**config.mk**
```make
export PLATFORM = sky130hd
export DESIGN_NAME = runway_pattern_decoder
export DESIGN_NICKNAME = d
export VERILOG_FILES = /design/src/rtl/runway_pkg.sv /design/src/rtl/runway_step_classifier.sv /design/src/rtl/runway_pattern_decoder.sv
export SDC_FILE = /design/constraint.sdc
export NUM_CORES = 1
export LEC_CHECK = 0
export BUFFER_PORTS_ARGS = -buffer_cell sky130_fd_sc_hd__buf_2
export CAP_MARGIN = 20
export CORE_MARGIN = 2
export CORE_UTILIZATION = 45
export DETAILED_ROUTE_END_ITERATION = 10
export HOLD_SLACK_MARGIN = 0.02
export SETUP_SLACK_MARGIN = 0.5
export SYNTH_ARGS = -nofsm -noshare
export SYNTH_HDL_FRONTEND = slang
export SYNTH_SLANG_ARGS = --single-unit
```
**constraint.sdc**
```tcl
create_clock -name Clock -period 2.8 [get_ports Clock]
set_input_delay 0.56 -clock Clock [delete_from_list [all_inputs] [get_ports Clock]]
set_output_delay 0.56 -clock Clock [all_outputs]
set_load 0.05 [all_outputs]
```
**src/rtl/runway_pkg.sv**
```systemverilog
// rtl/runway_pkg.sv - shared light codes, step classes and decoder states
package runway_pkg;

  localparam logic [2:0] LT_ENDS  = 3'b101;
  localparam logic [2:0] LT_MID   = 3'b010;
  localparam logic [2:0] LT_LEFT  = 3'b100;
  localparam logic [2:0] LT_RIGHT = 3'b001;

  // Low two bits of a real class are the wind code it recovers.
  typedef enum logic [2:0] {
    WIND_CALM = 3'd0,
    WIND_R2L  = 3'd1,
    WIND_L2R  = 3'd2,
    WIND_HOLD = 3'd3,
    CLS_NONE  = 3'd4
  } step_class_e;

  typedef enum logic [1:0] {
    IDLE   = 2'd0,
    TRACK  = 2'd1,
    LOCKED = 2'd2
  } dec_state_e;

endpackage

```
**src/rtl/runway_step_classifier.sv**
```systemverilog
// rtl/runway_step_classifier.sv - maps a (prev, cur) light pair to a step class
module runway_step_classifier
  import runway_pkg::*;
(
  input  logic [2:0]  prev_i,
  input  logic [2:0]  cur_i,
  output step_class_e cls_o,
  output logic        illegal_o
);

  always_comb begin
    cls_o     = CLS_NONE;
    illegal_o = !((cur_i == LT_ENDS) || (cur_i == LT_MID) ||
                  (cur_i == LT_LEFT) || (cur_i == LT_RIGHT));
    if (cur_i == prev_i) begin
      cls_o = WIND_HOLD;
    end else begin
      case ({prev_i, cur_i})
        {LT_ENDS, LT_MID},
        {LT_MID, LT_ENDS}:   cls_o = WIND_CALM;
        {LT_RIGHT, LT_MID},
        {LT_MID, LT_LEFT},
        {LT_LEFT, LT_RIGHT}: cls_o = WIND_R2L;
        {LT_LEFT, LT_MID},
        {LT_MID, LT_RIGHT},
        {LT_RIGHT, LT_LEFT}: cls_o = WIND_L2R;
        default:             cls_o = CLS_NONE;
      endcase
    end
  end

endmodule

```
**src/rtl/runway_pattern_decoder.sv**
```systemverilog
// rtl/runway_pattern_decoder.sv - recovers and qualifies the wind mode from the runway light bus
module runway_pattern_decoder
  import runway_pkg::*;
#(
  parameter int LOCK_COUNT = 3,
  parameter int TIMEOUT    = 64
) (
  input  logic       Clock,
  input  logic       Reset,
  input  logic       sample_en,
  input  logic [2:0] lights,
  output logic [1:0] wind,
  output logic       locked,
  output logic       pattern_err,
  output logic       timeout
);

  localparam int WD_W = $clog2(TIMEOUT + 1);
  localparam logic [WD_W-1:0] WD_MAX  = TIMEOUT[WD_W-1:0];
  localparam logic [3:0]      CNT_MAX = LOCK_COUNT[3:0];

  dec_state_e      state_q, state_d;
  logic [2:0]      prev_q, prev_d;
  step_class_e     cand_q, cand_d;
  logic [3:0]      count_q, count_d;
  logic [WD_W-1:0] wd_q, wd_d;
  logic [1:0]      wind_q, wind_d;
  logic            locked_q, locked_d;
  logic            err_q, err_d;
  logic            to_q, to_d;

  step_class_e cls;
  step_class_e wind_cls;
  logic        illegal;
  logic [3:0]  count_inc;

  runway_step_classifier u_classifier (
    .prev_i    (prev_q),
    .cur_i     (lights),
    .cls_o     (cls),
    .illegal_o (illegal)
  );

  assign wind_cls  = step_class_e'({1'b0, wind_q});
  assign count_inc = (count_q == CNT_MAX) ? count_q : count_q + 4'd1;

  always_comb begin
    state_d  = state_q;
    prev_d   = prev_q;
    cand_d   = cand_q;
    count_d  = count_q;
    wd_d     = wd_q;
    wind_d   = wind_q;
    locked_d = locked_q;
    err_d    = 1'b0;
    to_d     = 1'b0;

    if (sample_en) begin
      wd_d = '0;
      if (illegal) begin
        err_d    = 1'b1;
        state_d  = IDLE;
        locked_d = 1'b0;
        count_d  = '0;
      end else begin
        case (state_q)
          IDLE: begin
            prev_d  = lights;
            state_d = TRACK;
            cand_d  = WIND_CALM;
            count_d = '0;
          end
          TRACK: begin
            prev_d = lights;
            if (cls == CLS_NONE) begin
              count_d = '0;
            end else if ((cls == cand_q) && (count_q != 4'd0)) begin
              count_d = count_inc;
            end else begin
              cand_d  = cls;
              count_d = 4'd1;
            end
            if ((cls != CLS_NONE) && (count_d == CNT_MAX)) begin
              state_d  = LOCKED;
              wind_d   = cand_d[1:0];
              locked_d = 1'b1;
            end
          end
          LOCKED: begin
            prev_d = lights;
            if (cls != wind_cls) begin
              locked_d = 1'b0;
              state_d  = TRACK;
              cand_d   = cls;
              count_d  = (cls == CLS_NONE) ? 4'd0 : 4'd1;
            end
          end
          default: state_d = IDLE;
        endcase
      end
    end else if (state_q == IDLE) begin
      wd_d = '0;
    end else if (wd_q == WD_MAX - 1'b1) begin
      // This idle cycle is the TIMEOUT-th since the last strobe.
      to_d     = 1'b1;
      state_d  = IDLE;
      locked_d = 1'b0;
      count_d  = '0;
      wd_d     = '0;
    end else if (wd_q != WD_MAX) begin
      wd_d = wd_q + 1'b1;
    end
  end

  always_ff @(posedge Clock or posedge Reset) begin
    if (Reset) begin
      state_q  <= IDLE;
      prev_q   <= 3'b000;
      cand_q   <= WIND_CALM;
      count_q  <= '0;
      wd_q     <= '0;
      wind_q   <= 2'b00;
      locked_q <= 1'b0;
      err_q    <= 1'b0;
      to_q     <= 1'b0;
    end else begin
      state_q  <= state_d;
      prev_q   <= prev_d;
      cand_q   <= cand_d;
      count_q  <= count_d;
      wd_q     <= wd_d;
      wind_q   <= wind_d;
      locked_q <= locked_d;
      err_q    <= err_d;
      to_q     <= to_d;
    end
  end

  assign wind        = wind_q;
  assign locked      = locked_q;
  assign pattern_err = err_q;
  assign timeout     = to_q;

endmodule

```
==> results.ini, run 1 <==
[timing]
min_period_ps=2430
slew_viol_final=0
rsz0062_at_grt=yes
setup_viol=0
max_slew_margin_pct=35.1
fin_setup_tns_ps=0
fin_skew_ps=6.72
hold_viol=0
worstMarginPinSlew_ps=972
max_freq_ghz=0.412
fin_crit_sh_pct=86.8
fin_ws_ps=370

[synthesis]
postSynth.asyncResetShare_pct=100
synth_cells=197
synth.most_common_cell=dfrtp_1
synth_area_leaders=dfrtp_1 (33%), ha_1 (6.2%), nor2_1 (3.1%)
syn_area_sq_um=1810
synth_top_area_share_pct=33.2
synth_common_cells=dfrtp_1 (24), nor2_1 (15), inv_1 (14)
ys_types=55
yosysTopAreaCell=dfrtp_1
synth_area_per_cell_sq_um=9.17
synthesis.nets=212
ys_ff_latch=24
yosys_warnings=0
synthFlopType=dfrtp_1
ys_seq_area_share_pct=33.2
synth_edf_count=0

[min_path]
holdCritPathClass=in -> async

[floorplan]
dieArea_sq_um=4540
pin_count=11
coreArea_sq_um=3940
die_w_um=67.4
num_rows=23
initial_core_util_pct=45.8
dieHeight_um=67.4

[clocking]
cts_sinks=24
clk_latency_ps=270
ctsHoldBuffers=0
path_clk_slew_ps=90
numCtsBuffers=3
cts_tree=built
htree_num_levels=1
root_buffer=clkbuf_8
clk_path_buf_depth=2

[place]
port_buffers=10
dpl.hpwl_mm=3.03
place_congestion=0.770
dp_slack_ps=26.2

[global_routing]
grt_usage_pct=21.3
antenna_found_initial=0
gr-total-overflow=0
grt_pass1_vias=1621
grt_pass1_wl_mm=7.37
grt_max_degree=25

[routing]
dr.pass1.iters=4
vias=1595
vias_per_cell=5.78
drt-initial-drc-count=42
wl_per_cell_um=15.8
ant_nets=0
wl_mm=4.35
drc_errors=0

[worst_setup_path]
worstPathRequired_ps=2960
cp.arrival_ps=2590
critPathMaxFanout=10
reg2reg_setup_slack_ps=370
start_kind=input port
crit_path_end_kind=register
crit_type=in -> reg

[final_layout]
layout.nets=242
fillCellCount=342
antenna_cells=0
syn_to_final_growth_pct=26.2
drive_gt1_share_pct=34.1

[power_and_ir_drop]
peakVddDrop_uv=381
p_leak_nw=0.966
p_per_area_nw_per_um2=427

[run]
cap_violations=0

[outcome]
status=complete, no violations

-- placed cells by master (no fill, tap or decap), types with 4 or more instances in the layout --
| master | n |
|---|---|
| nand3_1 | 8 |
| buf_4 | 23 |
| clkbuf_8 | 4 |
| o21ai_0 | 4 |
| ha_1 | 8 |
| a32o_1 | 4 |
| xnor2_1 | 4 |
| nand4bb_1 | 4 |
| inv_1 | 14 |
| dfrtp_1 | 21 |
| nor3_1 | 4 |
| o22ai_1 | 4 |
| nand2_1 | 9 |
| buf_2 | 9 |
| or3_1 | 4 |
| a21oi_1 | 7 |
| or3_4 | 4 |
| nor2_1 | 14 |
-- sequential cells by signal, summed over array words and instances (netlist names) --
name	flops
pattern_err	1
cand_q	3
locked	1
wind	2
state_q	2
timeout	1
count_q	4
wd_q	7
prev_q	3
-- report_power, final --
part           total [W]  switching [W]  internal (W)
clock network   0.000237       0.000111      0.000125
logic           0.000352       0.000186      0.000166
registers       0.000384      0.0000214      0.000363
total           0.000973       0.000319      0.000655
-- through the flow --
stage	total power [W]	util [%]	cell area, sq um	hold WS, ps	cells
after floorplan	0.000600	-	1860	476	197
after global placement	0.000630	49.1	1940	523	252
after detailed placement	0.000637	49.1	1940	529	252
after CTS	0.000911	52.7	2080	537	264
after global routing	0.00103	57.8	2280	566	276
final	0.000973	57.8	2280	505	276
-- kinds of logic (layout without fill, tap and decap cells) --
| kind of cell | Yosys count | after routing | synth area share [%] |
|---|---|---|---|
| AND/OR/NAND/NOR | 78 | 78 | 26.9 |
| AO/OA/AOI/OAI | 49 | 49 | 20.5 |
| flip-flops | 24 | 24 | 33.2 |
| buffers and inverters | 24 | 53 | 6.30 |
| adder cells (fa/ha/maj) | 9 | 9 | 6.23 |
| XOR/XNOR | 8 | 8 | 3.88 |
| multiplexers | 5 | 5 | 2.98 |
-- layout make-up --
type                       count  area, sq um  area share (%)
multi-input combinational    149         1250            55.0
sequential                    24          604            26.5
timing repair buffer          35          251            11.0
tap                           50         62.6            2.74
clock buffer                   4         55.1            2.41
inverter                      14         52.6            2.31
-- worst max-delay path: stages --
cell      delay [ps]
buf_4            150
buf_4            150
xor2_1           170
or3_4            440
a31oi_4          220
o221ai_4         130
o311a_4          360
nor3b_4          170
a32o_1           240
-- final timing paths --
check | start | to | cells after the start
setup reg to reg | prev_q[1] | count_q[1] | 7
setup / recovery | lights[2] | count_q[1] | 9
min in group Clock | sample_en | timeout | 2
hold reg to reg | cand_q[1] | cand_q[1] | 1
max in group asynchronous | Reset | prev_q[2] | 2
hold / removal | Reset | locked | 2
-- repair_timing --
action | CTS | global route
endpoints found under the setup margin | 11 | 12
resized for setup | 10 | 24
pin swaps | 4 | 15
setup buffers | 8 | 12
-- layer usage --
metal / routed length [um] / track usage (%) / up-vias
met4: 55 / 3.06 / 0
met3: 102 / 3.50 / 6
met1: 1900 / 25.8 / 770
met2: 2300 / 40.1 / 22
li1: - / - / 797
met5: 0 / 0 / -
Note: power is estimated with default switching activity, not from simulation.
==> inputs of run 2 (changes only) <==
--- a/config.mk
+++ b/config.mk
@@ -10,6 +10,7 @@
 export CORE_MARGIN = 2
 export CORE_UTILIZATION = 45
 export DETAILED_ROUTE_END_ITERATION = 10
+export GPL_TIMING_DRIVEN = 0
 export HOLD_SLACK_MARGIN = 0.02
 export SETUP_SLACK_MARGIN = 0.5
 export SYNTH_ARGS = -nofsm -noshare
==> run 2 against run 1 <==
Effect of this change:
- hold slack got worse by 16 ps
- utilization grew 0.73 points
- cell count shrank 0.36%
- routed wire length grew 1.6%
- sequential power is 2% lower
- via count rose by 1.6%
- clock skew fell by 2.8 ps
- setup slack got worse by 39 ps
- clock-buffer cell count fell by 1
- critical path type is now reg -> reg
- critical endpoint unchanged
- highest routed layer unchanged
==> results.ini, run 2 (synthesis gave the netlist of run 1 again) <==
[outcome]
status=complete, no violations

[timing]
max_freq_ghz=0.405  ; -1.6%
slew_viol_final=0  ; unchanged
hold_viol=0  ; unchanged
fin_ws_ps=331  ; -39.3 ps
fin_crit_sh_pct=88.2  ; +1.4 points
worstMarginPinSlew_ps=965  ; -7.09 ps
max_slew_margin_pct=35.6  ; +0.47 points
rsz0062_at_grt=yes
min_period_ps=2470  ; +39.3 ps
fin_skew_ps=3.89  ; -2.83 ps
setup_viol=0  ; unchanged

[worst_setup_path]
crit_path_end_kind=register
slowest_stage=or3b_4
start_kind=register
crit_type=reg -> reg
critPathMaxFanout=8  ; -2
cp.buffers_inverters=1  ; -1
cp.arrival_ps=2640  ; +50 ps
critical-path-top-delay-family=compound AO/OA/AOI/OAI gates
worst_path_largest_cell_delay_ps=380  ; -60 ps
worstPathRequired_ps=2970  ; about the same
cp_cell_sequence=buf_6, or3b_4, or3_4, a31oi_4, o221ai_4, o311a_4, nor3b_4, a32o_1

[floorplan]
dieHeight_um=67.4  ; unchanged
coreArea_sq_um=3940  ; unchanged
die_w_um=67.4  ; unchanged
num_rows=23  ; unchanged
pin_count=11  ; unchanged
dieArea_sq_um=4540  ; unchanged
initial_core_util_pct=45.8  ; unchanged

[clocking]
root_buffer=clkbuf_8
path_clk_slew_ps=90  ; about the same
clk_latency_ps=280  ; about the same
ctsHoldBuffers=0  ; unchanged
cts_tree=built
cts_sinks=24  ; unchanged
htree_num_levels=1  ; unchanged
clk_path_buf_depth=2  ; unchanged
numCtsBuffers=3  ; unchanged

[global_routing]
grt_usage_pct=20.9  ; -0.36 points
gr-total-overflow=0  ; unchanged
grt_pass1_vias=1592  ; -1.8%
antenna_found_initial=0  ; unchanged
grt_pass1_wl_mm=7.27  ; -1.4%
grt_max_degree=25  ; unchanged

[routing]
ant_nets=0  ; unchanged
dr.pass1.iters=4  ; unchanged
drt-initial-drc-count=48  ; +14%
vias=1620  ; +1.6%
wl_mm=4.42  ; +1.6%
vias_per_cell=5.89  ; +1.9%
wl_per_cell_um=16.1  ; +2.0%
drc_errors=0  ; unchanged

[final_layout]
reg_top3=wd_q (7), count_q (4)
syn_to_final_growth_pct=27.8
layout_common_cells=dfrtp_1 (23), inv_1 (14), buf_4 (14), nor2_1 (14), buf_2 (11)
layout.nets=241  ; -0.41%
mostFrequentLayoutCell=dfrtp_1
largest_reg_flops=7  ; unchanged
fillCellCount=341  ; -0.29%
drive_gt1_share_pct=32.4  ; -1.6 points
top_register=wd_q
antenna_cells=0  ; unchanged

[power_and_ir_drop]
peakVddDrop_uv=262  ; -31%
finalPower_w=0.00107  ; +9.8%
p_per_area_nw_per_um2=463  ; +8.5%
p_leak_nw=0.966  ; about the same

[place]
dpl.hpwl_mm=2.99  ; -1.2%
place_congestion=0.785  ; +1.9%
port_buffers=9  ; -1
dp_slack_ps=-46.1  ; -72.3 ps

[run]
cap_violations=0  ; unchanged

[min_path]
holdCritPathClass=in -> async

==> run 2: cell types whose count changed in the layout (fill, tap and decap cells not counted), moves of 2 or more <==
cell | before | now
buf_4 | 23 | 14
clkbuf_1 | 0 | 3
dfrtp_2 | 3 | 1
o21ai_2 | 1 | 3
o21ai_1 | 3 | 1
buf_2 | 9 | 11
dfrtp_1 | 21 | 23
==> run 2: worst paths after layout <==
path | from | to | slack (ps) | depth (start not counted)
worst max-delay path | prev_q[2] | count_q[1] | 330 | 8
worst min-delay path | Reset | wd_q[1] | 490 | 2
worst max register to register | prev_q[2] | count_q[1] | 330 | 8
worst min register to register | wd_q[6] | timeout | 570 | 1
max in group asynchronous | Reset | prev_q[1] | 1660 | 2
min in group Clock | sample_en | wd_q[4] | 540 | 2
==> run 2: power by group <==
part	switching [W]	internal, W	total [W]
sequential	0.0000159	0.000362	0.000378
combinational	0.000200	0.000177	0.000377
clock	0.000123	0.000192	0.000314
==> run 2: final cells by class <==
class	count	area, sq um	share of cell area, %
multi-input cells	149	1270	55.0
flip-flops and latches	24	602	26.1
repair buffers	24	171	7.43
plain buffers	10	80.1	3.47
well taps	50	62.6	2.71
inverters	14	52.6	2.28
clock buffers	3	41.3	1.79
clock inverters	1	30.0	1.30
==> run 2: worst reg2reg max path: stages (launching register included) <==
cell,delay (ps)
dfrtp_1,350
buf_6,130
or3b_4,380
or3_4,380
a31oi_4,200
o221ai_4,150
o311a_4,380
nor3b_4,170
a32o_1,210
==> run 2: repair_timing <==
action                                  CTS  global route
buffers inserted                          5             9
gates resized for setup                  14            19
gates cloned                              0             1
endpoints found under the setup margin   11            11
pin swaps                                 5            16
==> run 2: metal layers <==
layer / vias up / global-route usage, % / routed length, um
met4: 0 / 6.12 / 42
li1: 789 / - / -
met2: 19 / 38.5 / 2360
met5: - / 0 / 0
met1: 808 / 25.2 / 1930
met3: 4 / 3.00 / 95
==> run 2: through the flow <==
stage | hold slack, ps | area, sq um | util, % | TNS [ps] | std cells
after CTS | 514 | 2130 | 54.1 | 0 | 265
after detailed placement | 533 | 1960 | 49.8 | -100 | 256
after global routing | 553 | 2310 | 58.6 | 0 | 275
after floorplan | 476 | 1860 | - | 0 | 197
after global placement | 538 | 1960 | 49.8 | 0 | 256
final | 489 | 2310 | 58.6 | 0 | 275
==> inputs of run 3 (changes only) <==
--- a/config.mk
+++ b/config.mk
@@ -8,7 +8,7 @@
 export BUFFER_PORTS_ARGS = -buffer_cell sky130_fd_sc_hd__buf_2
 export CAP_MARGIN = 20
 export CORE_MARGIN = 2
-export CORE_UTILIZATION = 45
+export CORE_UTILIZATION = 35
 export DETAILED_ROUTE_END_ITERATION = 10
 export GPL_TIMING_DRIVEN = 0
 export HOLD_SLACK_MARGIN = 0.02
==> constraint.sdc (replaced) <==
create_clock -name Clock -period 2.54 [get_ports Clock]
set_input_delay 0.508 -clock Clock [delete_from_list [all_inputs] [get_ports Clock]]
set_output_delay 0.508 -clock Clock [all_outputs]
set_load 0.05 [all_outputs]
==> run 3 against run 2 <==
Effect of this change:
- critical path depth is 1 lower
- die area increased by 27%
- highest routed layer unchanged
- power shrank 3.7%
- combinational power up 3%
- cell count up 5.8%
- clock-buffer cell count did not move
- fmax up 1.6%
==> results.ini, run 3 (synthesis gave the netlist of run 1 again) <==
[timing]
min_period_ps=2430  ; -37.9 ps
hold_slack_ps=212  ; -277 ps
setup_viol=0  ; unchanged
slew_viol_final=0  ; unchanged
fin_skew_ps=5.52  ; +1.64 ps
max_freq_ghz=0.411  ; +1.6%
fin_setup_tns_ps=0  ; unchanged
fin_crit_sh_pct=95.7  ; +7.5 points
hold_viol=0  ; unchanged
worstMarginPinSlew_ps=460  ; -505 ps
max_slew_margin_pct=69.2  ; +34 points
rsz0062_at_grt=yes

[global_routing]
grt_pass1_wl_mm=6.56  ; -9.8%
gr-total-overflow=0  ; unchanged
antenna_found_initial=0  ; unchanged
grt_max_degree=25  ; unchanged
grt_pass1_vias=1470  ; -7.7%
grt_usage_pct=14.5  ; -6.4 points

[final_layout]
largest_reg_flops=7  ; unchanged
layout.nets=238  ; -1.2%
multiInputGateArea_sq_um=1260  ; -0.79%
ff_latch_area_sq_um=602  ; unchanged
fillCellCount=468  ; +37%
syn_to_final_growth_pct=26.0
reg_top3=wd_q (7), count_q (4)
layout_common_cells=dfrtp_1 (23), inv_1 (14), nor2_1 (14), buf_4 (12), nand2_1 (11)
drive_gt1_share_pct=29.9  ; -2.6 points
mostFrequentLayoutCell=dfrtp_1
antenna_cells=0  ; unchanged
top_register=wd_q

[worst_setup_path]
reg2reg_setup_slack_ps=110  ; -220 ps
crit_type=reg -> reg
worst_path_largest_cell_delay_ps=450  ; +70 ps
crit_path_end_kind=register
cp_cell_sequence=or3b_4, or3_4, a31oi_4, o221ai_4, o311a_4, nor3b_4, a32o_1
critPathMaxFanout=5  ; -3
slowest_stage=dfrtp_2
cp.arrival_ps=2590  ; -50 ps
worstPathRequired_ps=2700  ; -270 ps
start_kind=register

[clocking]
cts_sinks=24  ; unchanged
path_clk_slew_ps=80  ; about the same
cts_tree=built
numCtsBuffers=3  ; unchanged
root_buffer=clkbuf_8
htree_num_levels=1  ; unchanged
clk_path_buf_depth=2  ; unchanged
clk_latency_ps=270  ; about the same

[routing]
ant_nets=0  ; unchanged
dr.pass1.iters=4  ; unchanged
drt-initial-drc-count=53  ; +10%
vias=1556  ; -4.0%
wl_per_cell_um=13.5  ; -16%
wl_mm=3.94  ; -11%
vias_per_cell=5.35  ; -9.2%
drc_errors=0  ; unchanged

[min_path]
holdCritPathClass=in -> async

[floorplan]
die_w_um=75.8  ; +13%
num_rows=26  ; +13%
coreArea_sq_um=5040  ; +28%
pin_count=11  ; unchanged
dieHeight_um=75.8  ; +13%
initial_core_util_pct=35.8  ; -10 points
dieArea_sq_um=5750  ; +27%

[power_and_ir_drop]
peakVddDrop_uv=268  ; +2.2%
p_per_area_nw_per_um2=452  ; -2.4%
finalPower_w=0.00103  ; -3.7%
p_leak_nw=0.943  ; -2.4%

[place]
place_congestion=0.740  ; -5.7%
port_buffers=9  ; unchanged
dpl.hpwl_mm=2.76  ; -7.9%

[run]
cap_violations=0  ; unchanged

[outcome]
status=complete, no violations

[run 3: cell count changes in the layout (fill, tap and decap cells not counted), sizes merged]
| cell | delta |
|---|---|
| buf | -3 |
| bufinv | -1 |
[run 3: power breakdown]
part	total, W	switching, W	internal, W
combinational	0.000390	0.000211	0.000180
sequential	0.000414	0.0000156	0.000399
clock	0.000225	0.000119	0.000106
[run 3: repair_timing]
action                                  CTS  global route
hold buffers                              0             0
resized for setup                        14            13
endpoints found under the setup margin   12            14
pin swaps                                 7             4
buffers inserted                          8             3
[run 3: stage by stage]
stage                     worst slack, ps  cells  util (%)  instance area [sq um]
after floorplan                      78.4    197         -                   1860
after global placement               -239    276      39.6                   1990
after detailed placement             -244    276      39.6                   1990
after CTS                             114    287      42.8                   2160
after global routing                 35.6    291      45.2                   2280
final                                 109    291      45.2                   2280
[run 3: path summary, 6_finish.rpt]
check | cells after the start | to | start
max | 7 | count_q[2] | prev_q[1]
min | 2 | count_q[1] | Reset
max reg2reg | 7 | count_q[2] | prev_q[1]
min reg2reg | 1 | count_q[1] | count_q[1]
max in group asynchronous | 3 | prev_q[1] | Reset
min in group Clock | 2 | wd_q[4] | sample_en
[run 3: final cells by class]
class | count | share of cell area (%)
flip-flops and latches | 24 | 26.4
clock buffers | 3 | 1.81
multi-input cells | 149 | 55.3
repair buffers | 21 | 6.98
plain buffers | 10 | 3.35
well taps | 70 | 3.85
inverters | 14 | 2.31
[run 3: per-layer routing]
layer	vias to the layer above	GRT usage [%]	wire length, um
li1	791	-	-
met1	749	19.4	1910
met2	12	24.4	1930
met3	4	2.25	80
met4	0	3.70	23
met5	-	0	0
[run 3: critical path, delay by kind of cell, from the launching register on]
family           cells  cell delay, ps
flip-flops           1             450
AO/OA/AOI/OAI        4             950
AND/OR/NAND/NOR      3             920
